File: src/rtl/rv32_pkg.sv
// Shared RV32I pipeline definitions used by the fetch stage.
package rv32_pkg;
  localparam int XLEN = 32;

  localparam logic [XLEN-1:0] NOP_INSTR = 32'h0000_0013;  // addi x0,x0,0
  localparam logic [XLEN-1:0] RESET_PC  = 32'h0000_0000;

  // Fetch FSM encoding
  typedef enum logic [1:0] {
    IDLE = 2'b00,
    REQ  = 2'b01,
    WAIT = 2'b10,
    DROP = 2'b11
  } fetch_state_e;

  // One fetched instruction together with the PC it was fetched from
  typedef struct packed {
    logic [XLEN-1:0] instr;
    logic [XLEN-1:0] pc;
  } fetch_pkt_t;

  // Force an address onto a word boundary
  function automatic logic [XLEN-1:0] word_align(input logic [XLEN-1:0] a);
    return {a[XLEN-1:2], 2'b00};
  endfunction
endpackage

File: src/rtl/fetch_unit_if.sv
// Instruction-memory request/grant/response bus.
interface fetch_unit_if;
  import rv32_pkg::*;

  logic            im_req;
  logic [XLEN-1:0] im_addr;
  logic            im_gnt;
  logic            im_rvalid;
  logic [XLEN-1:0] im_rdata;

  // Fetch side drives requests, memory side answers
  modport master (output im_req, im_addr, input im_gnt, im_rvalid, im_rdata);
  modport slave  (input im_req, im_addr, output im_gnt, im_rvalid, im_rdata);
endinterface

File: src/rtl/fetch_skid_buf.sv
// 1-entry holding register for a response that arrives while IF/ID is stalled.
module fetch_skid_buf
  import rv32_pkg::*;
(
  input  logic       clk,
  input  logic       rst,
  input  logic       clear,
  input  logic       load,
  input  logic       take,
  input  fetch_pkt_t load_pkt,
  output logic       full,
  output fetch_pkt_t pkt
);

  // Clear beats load beats take; load and take never coincide in practice
  always_ff @(posedge clk) begin
    if (rst) begin
      full <= 1'b0;
      pkt  <= '0;
    end else if (clear) begin
      full <= 1'b0;
    end else if (load) begin
      full <= 1'b1;
      pkt  <= load_pkt;
    end else if (take) begin
      full <= 1'b0;
    end
  end

endmodule

File: src/rtl/fetch_unit.sv
// RV32I instruction-fetch stage: fetch PC, single-outstanding memory
// handshake, skid buffer and the IF/ID pipeline register.
module fetch_unit #(
  parameter logic [31:0] RESET_PC  = rv32_pkg::RESET_PC,
  parameter logic [31:0] NOP_INSTR = rv32_pkg::NOP_INSTR
) (
  input  logic         clk,
  input  logic         rst,
  fetch_unit_if.master im,
  input  logic         stall_d,
  input  logic         flush_d,
  input  logic         br_taken,
  input  logic [31:0]  br_target,
  output logic [31:0]  instr_d,
  output logic [31:0]  pc_d,
  output logic [31:0]  pc_plus4_d,
  output logic         valid_d
);
  import rv32_pkg::*;

  fetch_state_e    state;
  logic [XLEN-1:0] pc_f;      // next address to request
  logic [XLEN-1:0] req_pc;    // address of the outstanding request
  logic [XLEN-1:0] br_pc;

  logic       resp_ok, ifid_load, kill;
  logic       skid_full, skid_load, skid_take;
  logic       src_vld;
  fetch_pkt_t skid_pkt, resp_pkt, src_pkt;

  assign br_pc = word_align(br_target);

  // Responses only count while a live request is outstanding; this is what
  // makes a response arriving after reset harmless.
  assign resp_ok   = (state == WAIT) && im.im_rvalid;
  assign ifid_load = !valid_d || !stall_d;
  assign kill      = br_taken || flush_d;

  // A response landing in the same cycle as a flush or redirect is younger
  // than the squashed instruction, so it is dropped along with it.
  assign skid_load = resp_ok && !ifid_load && !kill;
  assign skid_take = skid_full && ifid_load;

  assign resp_pkt = '{instr: im.im_rdata, pc: req_pc};
  assign src_pkt  = skid_full ? skid_pkt : resp_pkt;
  assign src_vld  = skid_full || resp_ok;

  // Request lines decode registered state only; holding off while the skid
  // is full guarantees there is always room for the next response.
  assign im.im_req  = (state == REQ) && !skid_full;
  assign im.im_addr = pc_f;

  fetch_skid_buf u_skid (
    .clk      (clk),
    .rst      (rst),
    .clear    (kill),
    .load     (skid_load),
    .take     (skid_take),
    .load_pkt (resp_pkt),
    .full     (skid_full),
    .pkt      (skid_pkt)
  );

  // Fetch FSM and PC: one request in flight, redirects squash it via DROP
  always_ff @(posedge clk) begin
    if (rst) begin
      state  <= IDLE;
      pc_f   <= RESET_PC;
      req_pc <= RESET_PC;
    end else begin
      unique case (state)
        IDLE: begin
          state <= REQ;
          if (br_taken) pc_f <= br_pc;
        end
        REQ: begin
          if (im.im_req && im.im_gnt) begin
            req_pc <= pc_f;
            pc_f   <= br_taken ? br_pc : pc_f + 32'd4;
            state  <= br_taken ? DROP : WAIT;
          end else if (br_taken) begin
            pc_f <= br_pc;
          end
        end
        WAIT: begin
          if (br_taken) pc_f <= br_pc;
          // If the response shows up with the redirect it is already gone,
          // so there is nothing left to drop.
          if (im.im_rvalid)  state <= REQ;
          else if (br_taken) state <= DROP;
        end
        DROP: begin
          if (br_taken) pc_f <= br_pc;
          if (im.im_rvalid) state <= REQ;
        end
        default: state <= IDLE;
      endcase
    end
  end

  // IF/ID register: skid first, then a fresh response, else a bubble
  always_ff @(posedge clk) begin
    if (rst) begin
      instr_d    <= NOP_INSTR;
      pc_d       <= '0;
      pc_plus4_d <= '0;
      valid_d    <= 1'b0;
    end else if (kill) begin
      instr_d <= NOP_INSTR;
      valid_d <= 1'b0;
    end else if (ifid_load) begin
      if (src_vld) begin
        instr_d    <= src_pkt.instr;
        pc_d       <= src_pkt.pc;
        pc_plus4_d <= src_pkt.pc + 32'd4;
        valid_d    <= 1'b1;
      end else begin
        instr_d <= NOP_INSTR;
        valid_d <= 1'b0;
      end
    end
  end

endmodule

File: src/flat_wrapper.sv
// flat-port wrapper written by rule: the top's interface ports become plain ports
module fetch_unit_flat import rv32_pkg::*;
#(
  parameter logic [31:0] RESET_PC  = rv32_pkg::RESET_PC,
  parameter logic [31:0] NOP_INSTR = rv32_pkg::NOP_INSTR
)
  (clk, rst, stall_d, flush_d, br_taken, br_target, instr_d, pc_d, pc_plus4_d, valid_d, im_im_req, im_im_addr, im_im_gnt, im_im_rvalid, im_im_rdata);
  fetch_unit_if im_i ();
  input  logic clk;
  input  logic rst;
  input  logic stall_d;
  input  logic flush_d;
  input  logic br_taken;
  input  logic [31:0] br_target;
  output logic [31:0] instr_d;
  output logic [31:0] pc_d;
  output logic [31:0] pc_plus4_d;
  output logic valid_d;
  output wire logic [$bits(im_i.im_req)-1:0] im_im_req;
  output wire logic [$bits(im_i.im_addr)-1:0] im_im_addr;
  input wire logic [$bits(im_i.im_gnt)-1:0] im_im_gnt;
  input wire logic [$bits(im_i.im_rvalid)-1:0] im_im_rvalid;
  input wire logic [$bits(im_i.im_rdata)-1:0] im_im_rdata;
  assign im_im_req = im_i.im_req;
  assign im_im_addr = im_i.im_addr;
  assign im_i.im_gnt = im_im_gnt;
  assign im_i.im_rvalid = im_im_rvalid;
  assign im_i.im_rdata = im_im_rdata;
  fetch_unit #(.RESET_PC(RESET_PC), .NOP_INSTR(NOP_INSTR)) u_core (.clk(clk), .rst(rst), .im(im_i), .stall_d(stall_d), .flush_d(flush_d), .br_taken(br_taken), .br_target(br_target), .instr_d(instr_d), .pc_d(pc_d), .pc_plus4_d(pc_plus4_d), .valid_d(valid_d));
endmodule
File: config.mk
export PLATFORM = sky130hd
export DESIGN_NAME = fetch_unit_flat
export DESIGN_NICKNAME = d
export VERILOG_FILES = /design/src/rtl/rv32_pkg.sv /design/src/rtl/fetch_unit_if.sv /design/src/rtl/fetch_skid_buf.sv /design/src/rtl/fetch_unit.sv /design/src/flat_wrapper.sv
export SDC_FILE = /design/constraint.sdc
export NUM_CORES = 1
export LEC_CHECK = 0
export BUFFER_PORTS_ARGS = -buffer_cell sky130_fd_sc_hd__buf_2
export CORE_MARGIN = 2
export CORE_UTILIZATION = 56
export DETAILED_ROUTE_END_ITERATION = 10
export GPL_TIMING_DRIVEN = 0
export PLACE_DENSITY = 0.8
export SYNTH_ARGS = -nofsm -noshare
export SYNTH_HDL_FRONTEND = slang
export SYNTH_HIERARCHICAL = 1
export SYNTH_SLANG_ARGS = --single-unit
File: constraint.sdc
create_clock -name clk -period 3.4 [get_ports clk]
set_clock_uncertainty 0.05 [all_clocks]
set_input_delay 0.34 -clock clk [delete_from_list [all_inputs] [get_ports clk]]
set_output_delay 0.34 -clock clk [all_outputs]
set_load 0.01 [all_outputs]
==> results of run 1 <==
-- metrics by stage --
| stage | std cells | total power [uW] | utilization | cell area, sq um |
|---|---|---|---|---|
| after floorplan | 1218 | 3240 | - | 11000 |
| after global placement | 1681 | 3470 | 0.636 | 12300 |
| after detailed placement | 1681 | 3480 | 0.636 | 12300 |
| after CTS | 1723 | 6280 | 0.680 | 13200 |
| after global routing | 1723 | 6490 | 0.681 | 13200 |
| final | 1723 | 6260 | 0.681 | 13200 |
-- registers in the layout, summed over array words and instances (netlist names) --
| register | flops |
|---|---|
| u_core/im.im_addr | 32 |
| u_core/instr_d | 32 |
| u_core/pc_d | 32 |
| u_core/pc_plus4_d | 30 |
| u_core/req_pc | 32 |
| u_core/state | 2 |
| u_core/u_skid/full | 1 |
| u_core/u_skid/pkt | 64 |
| u_core/valid_d | 1 |
-- cell type report --
class / instances / area (sq um)
fillers: 1593 / 6190
multi-input cells: 877 / 5880
flip-flops and latches: 226 / 4520
repair buffers: 199 / 1000
clock buffers: 33 / 706
plain buffers: 107 / 589
well taps: 265 / 332
clock inverters: 9 / 149
inverters: 7 / 26.3
-- what timing repair did --
item / in CTS / in global routing
pin swaps: 0 / 0
hold buffers: 1 / 0
endpoints found under the hold margin: 1 / 0
gates resized for setup: 2 / 1
setup endpoints to repair: 2 / 1
-- cell families (layout without fill, tap and decap cells) --
group,count (synthesis),after routing
simple gates,508,508
buf+inv,115,355
flops,226,226
fa+ha+maj,5,5
xor+xnor,41,41
mux,65,65
compound gates,258,258
-- power groups by stage --
stage	Sequential, uW	Combinational [uW]	Clock (uW)
floorplan	2860	386	0
global placement	2860	604	0
detailed placement	2870	614	0
CTS	2810	623	2840
global route	2820	695	2970
finish	2810	632	2810
-- per-layer routing --
metal	track usage	up-vias	wire (um)
li1	-	4825	-
met1	0.419	4766	13800
met2	0.470	460	14200
met3	0.0500	52	2720
met4	0.0761	2	581
met5	0	-	13
-- path summary, 6_finish.rpt --
kind | end | start | slack [ps] | cells after the start
worst max-delay path | u_core/pc_plus4_d[30] | u_core/u_skid/full | 180 | 12
worst max register to register | u_core/pc_plus4_d[30] | u_core/u_skid/full | 180 | 12
worst min-delay path | u_core/im.im_addr[2] | br_target[2] | 6 | 3
worst min register to register | u_core/pc_plus4_d[8] | u_core/pc_plus4_d[8] | 400 | 2
-- critical path, stage by stage, from the launching register on --
cell	delay (ps)
dfxtp_1	340
buf_6	160
buf_2	210
buf_6	240
buf_4	250
mux2_2	210
ha_1	180
inv_1	90
a21oi_2	220
nand4_1	210
buf_2	250
or4b_2	640
nand3_1	100
-- synth_stat cells (5+ instances only) --
cell / n
inv_1: 6
buf_12: 6
mux2_2: 32
buf_4: 5
nor2_1: 99
mux2i_1: 33
a21oi_1: 58
o31ai_1: 5
nand2_1: 134
nand4_1: 16
buf_2: 29
o21ai_2: 60
and2_1: 6
ha_1: 5
nor3_1: 9
xor2_1: 22
nand2b_1: 65
clkbuf_1: 62
nand3b_1: 13
nand4bb_1: 64
a211oi_1: 51
a22oi_1: 33
and3_1: 15
o22ai_1: 7
o21ai_0: 13
xnor2_1: 19
nand3_1: 56
and4_1: 5
dfxtp_1: 226
==> impl_metrics.yaml, run 1 <==
outcome:
  status: "completed"
clock_tree:
  cts_buffers: 24
  clk_path_buf_depth: 3
  cts.sinks: 226
  clk_pin_slew_ps: 60
  tritoncts: "done"
  cts_root_buf: "clkbuf_16"
  clock_latency_ps: 520
  cts_setup_buffers: 0
  htree_levels: 1
placed_design:
  io_buffers: 198
  gp_congestion: 0.929
  dp_hpwl_um: 22600
  pre_cts_slack_ps: -253
power_and_ir_drop:
  p_int_uw: 4710
  switching_share: 0.247
  clock_power_share: 0.449
  power_switching_uw: 1550
  power.density_nw_per_um2: 474
  combPwrFrac: 0.101
  pwr-share-seq: 0.450
  leakage_uw: 0.00499
  vdd_drop_max_uv: 322
route:
  drc_errors: 0
  wire_per_inst_um: 18.2
  ant_nets: 0
  num_vias: 10100
  wirelength_um: 31400
  drtIter0Drc: 1031
  drt_pass1_iterations: 5
  viasPerCell: 5.86
yosys:
  ys_seq_elements: 226
  synth_compound_area_frac: 0.168
  ys_seq_area_frac: 0.411
  synth.distinct_cells: 62
  synthTopCellsByArea: "dfxtp_1, nand4bb_1, o21ai_2"
  syn_area_sq_um: 11000
  synth-simple-area-share: 0.264
  synth_top_family_by_area: "simple AND/OR/NAND/NOR gates"
  synth_mux_area_frac: 0.0627
  synth_area_leader_cell: "dfxtp_1"
  synth_ff_type: "dfxtp_1"
  yosysWarnings: 6
  synthArstFlopShare: 0
  netlist_instances: 1218
  synthXorXnorAreaFrac: 0.0326
  avgSynthCellArea_sq_um: 9.04
  syn-num-nets: 1294
  synth_top_area_frac: 0.411
  synth_edf_count: 0
  yosys.area_share.adder: 0.00568
sta:
  fin_ws_ps: 183
  grt_setup_unrepaired: "false"
  period_minus_slack_ps: 3220
  tns_ps: 0
  tightestPinTransition_ps: 982
  finalSetupViolCount: 0
  hold_violations: 0
  drv_slew: 0
  relSlewSlack: 0.345
  holdWs_ps: 5.78
  fmax_ghz: 0.311
  post-route-period-util: 0.946
global_routing:
  gr-usage-all-layers: 0.296
  grt-ovfl-total: 0
  antenna_found_initial: 1
  grt_pass1_vias: 9370
  grt_max_degree: 20
  grt_first_pass_wirelength_um: 49400
critical_path:
  critPathArrivalTime_ps: 3610
  cp-end-kind: "flip-flop"
  worst-path-max-fanout: 19
  crit_path_start_kind: "flip-flop"
  worstPathRequired_ps: 3800
  crit_type: "reg2reg"
finish:
  mostFrequentLayoutCell: "dfxtp_1"
  diodes: 0
  drive_gt1_frac: 0.261
  syn_to_final_growth_pct: 19.9
  final_cell_mix: "dfxtp_1, buf_2, nand2_1, nor2_1"
  nets: 1518
floorplanning:
  rows: 51
  start_util: 0.568
  die_area_sq_um: 20800
  die_w_um: 144
  io_pins: 201
  core_area_sq_um: 19400
  fp.dieH_um: 144
worst_hold_path:
  min_path_type: "in2reg"
run:
  maxCapViolations: 0
(Power assumes the default switching activity.)
==> run 2, diff against run 1 <==
Settings changed: CORE_UTILIZATION 56 to 61, CTS_BUF_LIST from default to sky130_fd_sc_hd__clkbuf_8 sky130_fd_sc_hd__clkbuf_16, PLACE_DENSITY 0.8 to 0.83.
Clock period 3.4 ns to 4 ns, I/O delays scaled along.
==> impl_metrics.yaml, run 2 (synthesis gave the netlist of run 1 again) <==
route:
  drc_errors: 0
  ant_nets: 0
  wirelength_um: 30800
  viasPerCell: 6.03
  drt_pass1_iterations: 5
  wire_per_inst_um: 18.2
  drtIter0Drc: 846
  num_vias: 10200
power_and_ir_drop:
  vdd_drop_max_uv: 327
  power.density_nw_per_um2: 389
  total_power_uw: 5080
  leakage_uw: 0.00496
finish:
  final_cell_mix: "buf_2, dfxtp_1, nand2_1, nor2_1, nand2b_1"
  largest_register_ffs: 64
  drive_gt1_frac: 0.259
  syn_to_final_growth_pct: 18.6
  nets: 1518
  mostFrequentLayoutCell: "buf_2"
  top_register: "u_core/u_skid/pkt"
critical_path:
  startpoint: "u_core/u_skid/full"
  crit_type: "reg2reg"
  reg2reg_setup_slack_ps: 300
  r2r_end: "u_core/pc_plus4_d[30]"
  crit_path_start_kind: "flip-flop"
  cp-end-kind: "flip-flop"
  critPathArrivalTime_ps: 4110
  worst-path-max-fanout: 10
  crit_end: "u_core/pc_plus4_d[30]"
  worstRegToRegCells: 13
  worstPathRequired_ps: 4410
  r2r_start: "u_core/u_skid/full"
global_routing:
  antenna_found_initial: 0
  gr-usage-all-layers: 0.310
  grt_first_pass_wirelength_um: 49200
  grt_max_degree: 14
  grt_pass1_vias: 9347
  grt-ovfl-total: 0
clock_tree:
  cts_buffers: 24
  cts-hold-fix-buffers: 0
  clk_pin_slew_ps: 60
  cts_resized: 0
  cts_setup_buffers: 0
  htree_levels: 1
  clock_latency_ps: 520
  clk_path_buf_depth: 3
  cts_root_buf: "clkbuf_16"
  cts.sinks: 226
  tritoncts: "done"
sta:
  period_minus_slack_ps: 3700
  post-route-period-util: 0.924
  finalSetupViolCount: 0
  tightestPinTransition_ps: 991
  tns_ps: 0
  hold_violations: 0
  grt_setup_unrepaired: "false"
  relSlewSlack: 0.339
  drv_slew: 0
  fmax_ghz: 0.271
floorplanning:
  rows: 49
  io_pins: 201
  start_util: 0.617
  die_w_um: 138
  fp.dieH_um: 138
  core_area_sq_um: 17800
  die_area_sq_um: 19100
placed_design:
  gp_congestion: 0.912
  dp_hpwl_um: 22500
  io_buffers: 198
worst_hold_path:
  min_path_type: "in2reg"
outcome:
  status: "completed"
run:
  maxCapViolations: 0
[run 2: area by class of cell]
class                   count  area, sq um
multi-input cells         877         5870
plain buffers             108          588
well taps                 229          287
fillers                  1344         4780
clock inverters            11         76.3
clock buffers              30          694
flip-flops and latches    226         4520
diodes                      1         2.50
inverters                   7         26.3
repair buffers            198          991
[run 2: critical path, cell delays in order, from the launching register on]
cell	delay, ps
dfxtp_1	360
buf_6	150
buf_2	200
buf_4	210
buf_2	300
buf_2	350
mux2_2	230
ha_1	170
inv_1	80
a21oi_1	310
nand4_1	240
buf_2	250
or4b_2	640
nand3_1	100
[run 2: worst min path at each step]
stage                          startpoint                    end  slack [ps]  cells past startpoint
finish                       br_target[2]   u_core/im.im_addr[2]          80                      3
CTS                          br_target[4]   u_core/im.im_addr[4]          70                      3
detailed placement   u_core/pc_plus4_d[7]   u_core/pc_plus4_d[7]         400                      2
global route                 br_target[3]   u_core/im.im_addr[3]          90                      3
floorplan           u_core/u_skid/pkt[59]  u_core/u_skid/pkt[59]         390                      2
global placement     u_core/pc_plus4_d[6]   u_core/pc_plus4_d[6]         390                      2
[run 2: power breakdown]
group | total (uW) | switching, uW | internal, uW
Clock | 2160 | 879 | 1280
Sequential | 2390 | 78.3 | 2310
Combinational | 534 | 329 | 205
[run 2: stage by stage]
stage	hold slack (ps)	area [sq um]	std cells	utilization	setup slack, ps
final	84.2	13100	1687	0.732	304
after global routing	88.1	13100	1686	0.732	110
after CTS	70.0	13100	1686	0.732	337
after detailed placement	397	12300	1645	0.689	352
after global placement	393	12300	1645	0.689	375
after floorplan	388	11000	1218	-	956
[run 2: per-layer routing]
metal,global-route usage,vias up,part of all wire
met5,0,-,0
met4,0.0875,0,0.021
met1,0.446,4802,0.45
met2,0.485,482,0.44
met3,0.0520,52,0.088
li1,-,4838,-
==> run 3, diff against run 2 <==
Settings changed: CORE_ASPECT_RATIO from default to 1.75.
==> impl_metrics.yaml, run 3 (synthesis gave the netlist of run 1 again) <==
outcome:
  status: "completed"
sta:
  drv_slew: 0
  fin_ws_ps: 217
  fmax_ghz: 0.264
  tightestPinTransition_ps: 917
  period_minus_slack_ps: 3780
  finalSetupViolCount: 0
  post-route-period-util: 0.946
  tns_ps: 0
  grt_setup_unrepaired: "false"
  hold_violations: 0
  relSlewSlack: 0.389
global_routing:
  gr-usage-all-layers: 0.335
  grt_first_pass_wirelength_um: 52000
  grt_pass1_vias: 10600
  antenna_found_initial: 0
  grt-ovfl-total: 0
  grt_max_degree: 17
clock_tree:
  cts.sinks: 226
  clk_pin_slew_ps: 70
  tritoncts: "done"
  htree_levels: 1
  clk_path_buf_depth: 3
  cts_buffers: 20
  cts_root_buf: "clkbuf_16"
  cts_setup_buffers: 0
  clock_latency_ps: 500
power_and_ir_drop:
  combPwrFrac: 0.112
  switching_share: 0.259
  clock_power_share: 0.401
  power.density_nw_per_um2: 378
  p_int_uw: 3630
  vdd_drop_max_uv: 374
  pwr-share-seq: 0.487
  leakage_uw: 0.00490
  power_switching_uw: 1270
finish:
  mostFrequentLayoutCell: "buf_2"
  drive_gt1_frac: 0.257
  syn_to_final_growth_pct: 17.8
  diodes: 0
  nets: 1514
  final_cell_count_no_fill: 1686
  top_register: "u_core/u_skid/pkt"
  largest_register_ffs: 64
  final_cell_mix: "buf_2, dfxtp_1, nand2_1, nor2_1, nand2b_1"
route:
  num_vias: 10200
  wire_per_inst_um: 19.4
  ant_nets: 0
  viasPerCell: 6.07
  drtIter0Drc: 642
  drc_errors: 0
  wirelength_um: 32700
  drt_pass1_iterations: 5
floorplanning:
  core_area_sq_um: 17900
  die_area_sq_um: 19200
  start_util: 0.615
  rows: 65
  die_w_um: 106
  fp.dieH_um: 182
  io_pins: 201
critical_path:
  cp-end-kind: "flip-flop"
  worst_path_max_delay_cell: "or4b_2"
  path_common_cell: "buf_2"
  worstPathRequired_ps: 4390
  cp_slowest_stage_delay_ps: 640
  critPathArrivalTime_ps: 4180
  crit_path_start_kind: "flip-flop"
  r2r_end: "u_core/pc_plus4_d[30]"
  reg2reg_setup_slack_ps: 220
  crit_type: "reg2reg"
  crit_chain: "buf_6 > buf_2 > buf_4 > buf_2 > buf_2 > mux2_2 > ha_1 > inv_1 > a21oi_2 > nand4_1 > buf_2 > or4b_2 > nand3_1"
  r2r_start: "u_core/u_skid/full"
  worstRegToRegCells: 13
  worst-path-max-fanout: 10
worst_hold_path:
  hold_path_end: "u_core/im.im_addr[17]"
  min_path_type: "in2reg"
  min_from: "br_target[17]"
  min_path_cells: 3
placed_design:
  dp_hpwl_um: 24600
  pre_cts_slack_ps: 201
  gp_congestion: 0.965
  dp.cells: 1650
  io_buffers: 198
run:
  maxCapViolations: 0
-- run 3: layout make-up --
type / instances / area, sq um
tap: 234 / 293
inverter: 7 / 26.3
fill: 1471 / 4920
sequential: 226 / 4520
timing repair buffer: 198 / 991
multi-input combinational: 877 / 5880
clock buffer: 26 / 594
clock inverter: 10 / 76.3
buffer: 108 / 588
-- run 3: critical path: cells and delay by family (launching register included) --
kind / cells / cell delay (ps)
buffers and inverters: 7 / 1660
and+or+nand+nor: 3 / 990
DFF: 1 / 350
muxes: 1 / 240
AOI/OAI and AO/OA: 1 / 250
adders and majority gates: 1 / 180
-- run 3: worst max-delay path by stage --
stage                        from                    end  cells after the start
2_1_floorplan  u_core/u_skid/full  u_core/pc_plus4_d[30]                     13
3_3_place_gp   u_core/u_skid/full  u_core/pc_plus4_d[30]                     13
3_5_place_dp   u_core/u_skid/full  u_core/pc_plus4_d[30]                     13
4_1_cts        u_core/u_skid/full  u_core/pc_plus4_d[30]                     13
5_1_grt        u_core/u_skid/full  u_core/pc_plus4_d[30]                     13
6_report       u_core/u_skid/full  u_core/pc_plus4_d[30]                     13
-- run 3: routing by layer --
metal,GRT usage,vias to the layer above,wire length (um)
li1,-,4804,-
met1,0.338,4806,11100
met2,0.615,475,17100
met3,0.0700,144,2530
met4,0.214,0,2040
met5,0,-,0
-- run 3: through the flow --
step / hold slack, ps / area (sq um) / util / power [uW]
final: 83.4 / 13000 / 0.725 / 4900
after global routing: 93.8 / 13000 / 0.725 / 5050
after global placement: 388 / 12300 / 0.687 / 2950
after floorplan: 388 / 11000 / - / 2760
after CTS: 79.1 / 13000 / 0.725 / 4900
after detailed placement: 391 / 12300 / 0.687 / 2970
-- run 3: power groups by stage --
stage               logic [uW]  registers, uW  clock network (uW)
floorplan                  328           2430                   0
finish                     550           2380                1960
global route               597           2390                2060
global placement           525           2430                   0
CTS                        542           2380                1980
detailed placement         537           2430                   0
-- run 3: repair_timing --
action | 4_1_cts | 5_1_grt
hold buffers | 0 | 0
resized for setup | 0 | 1
setup endpoints to repair | 0 | 2
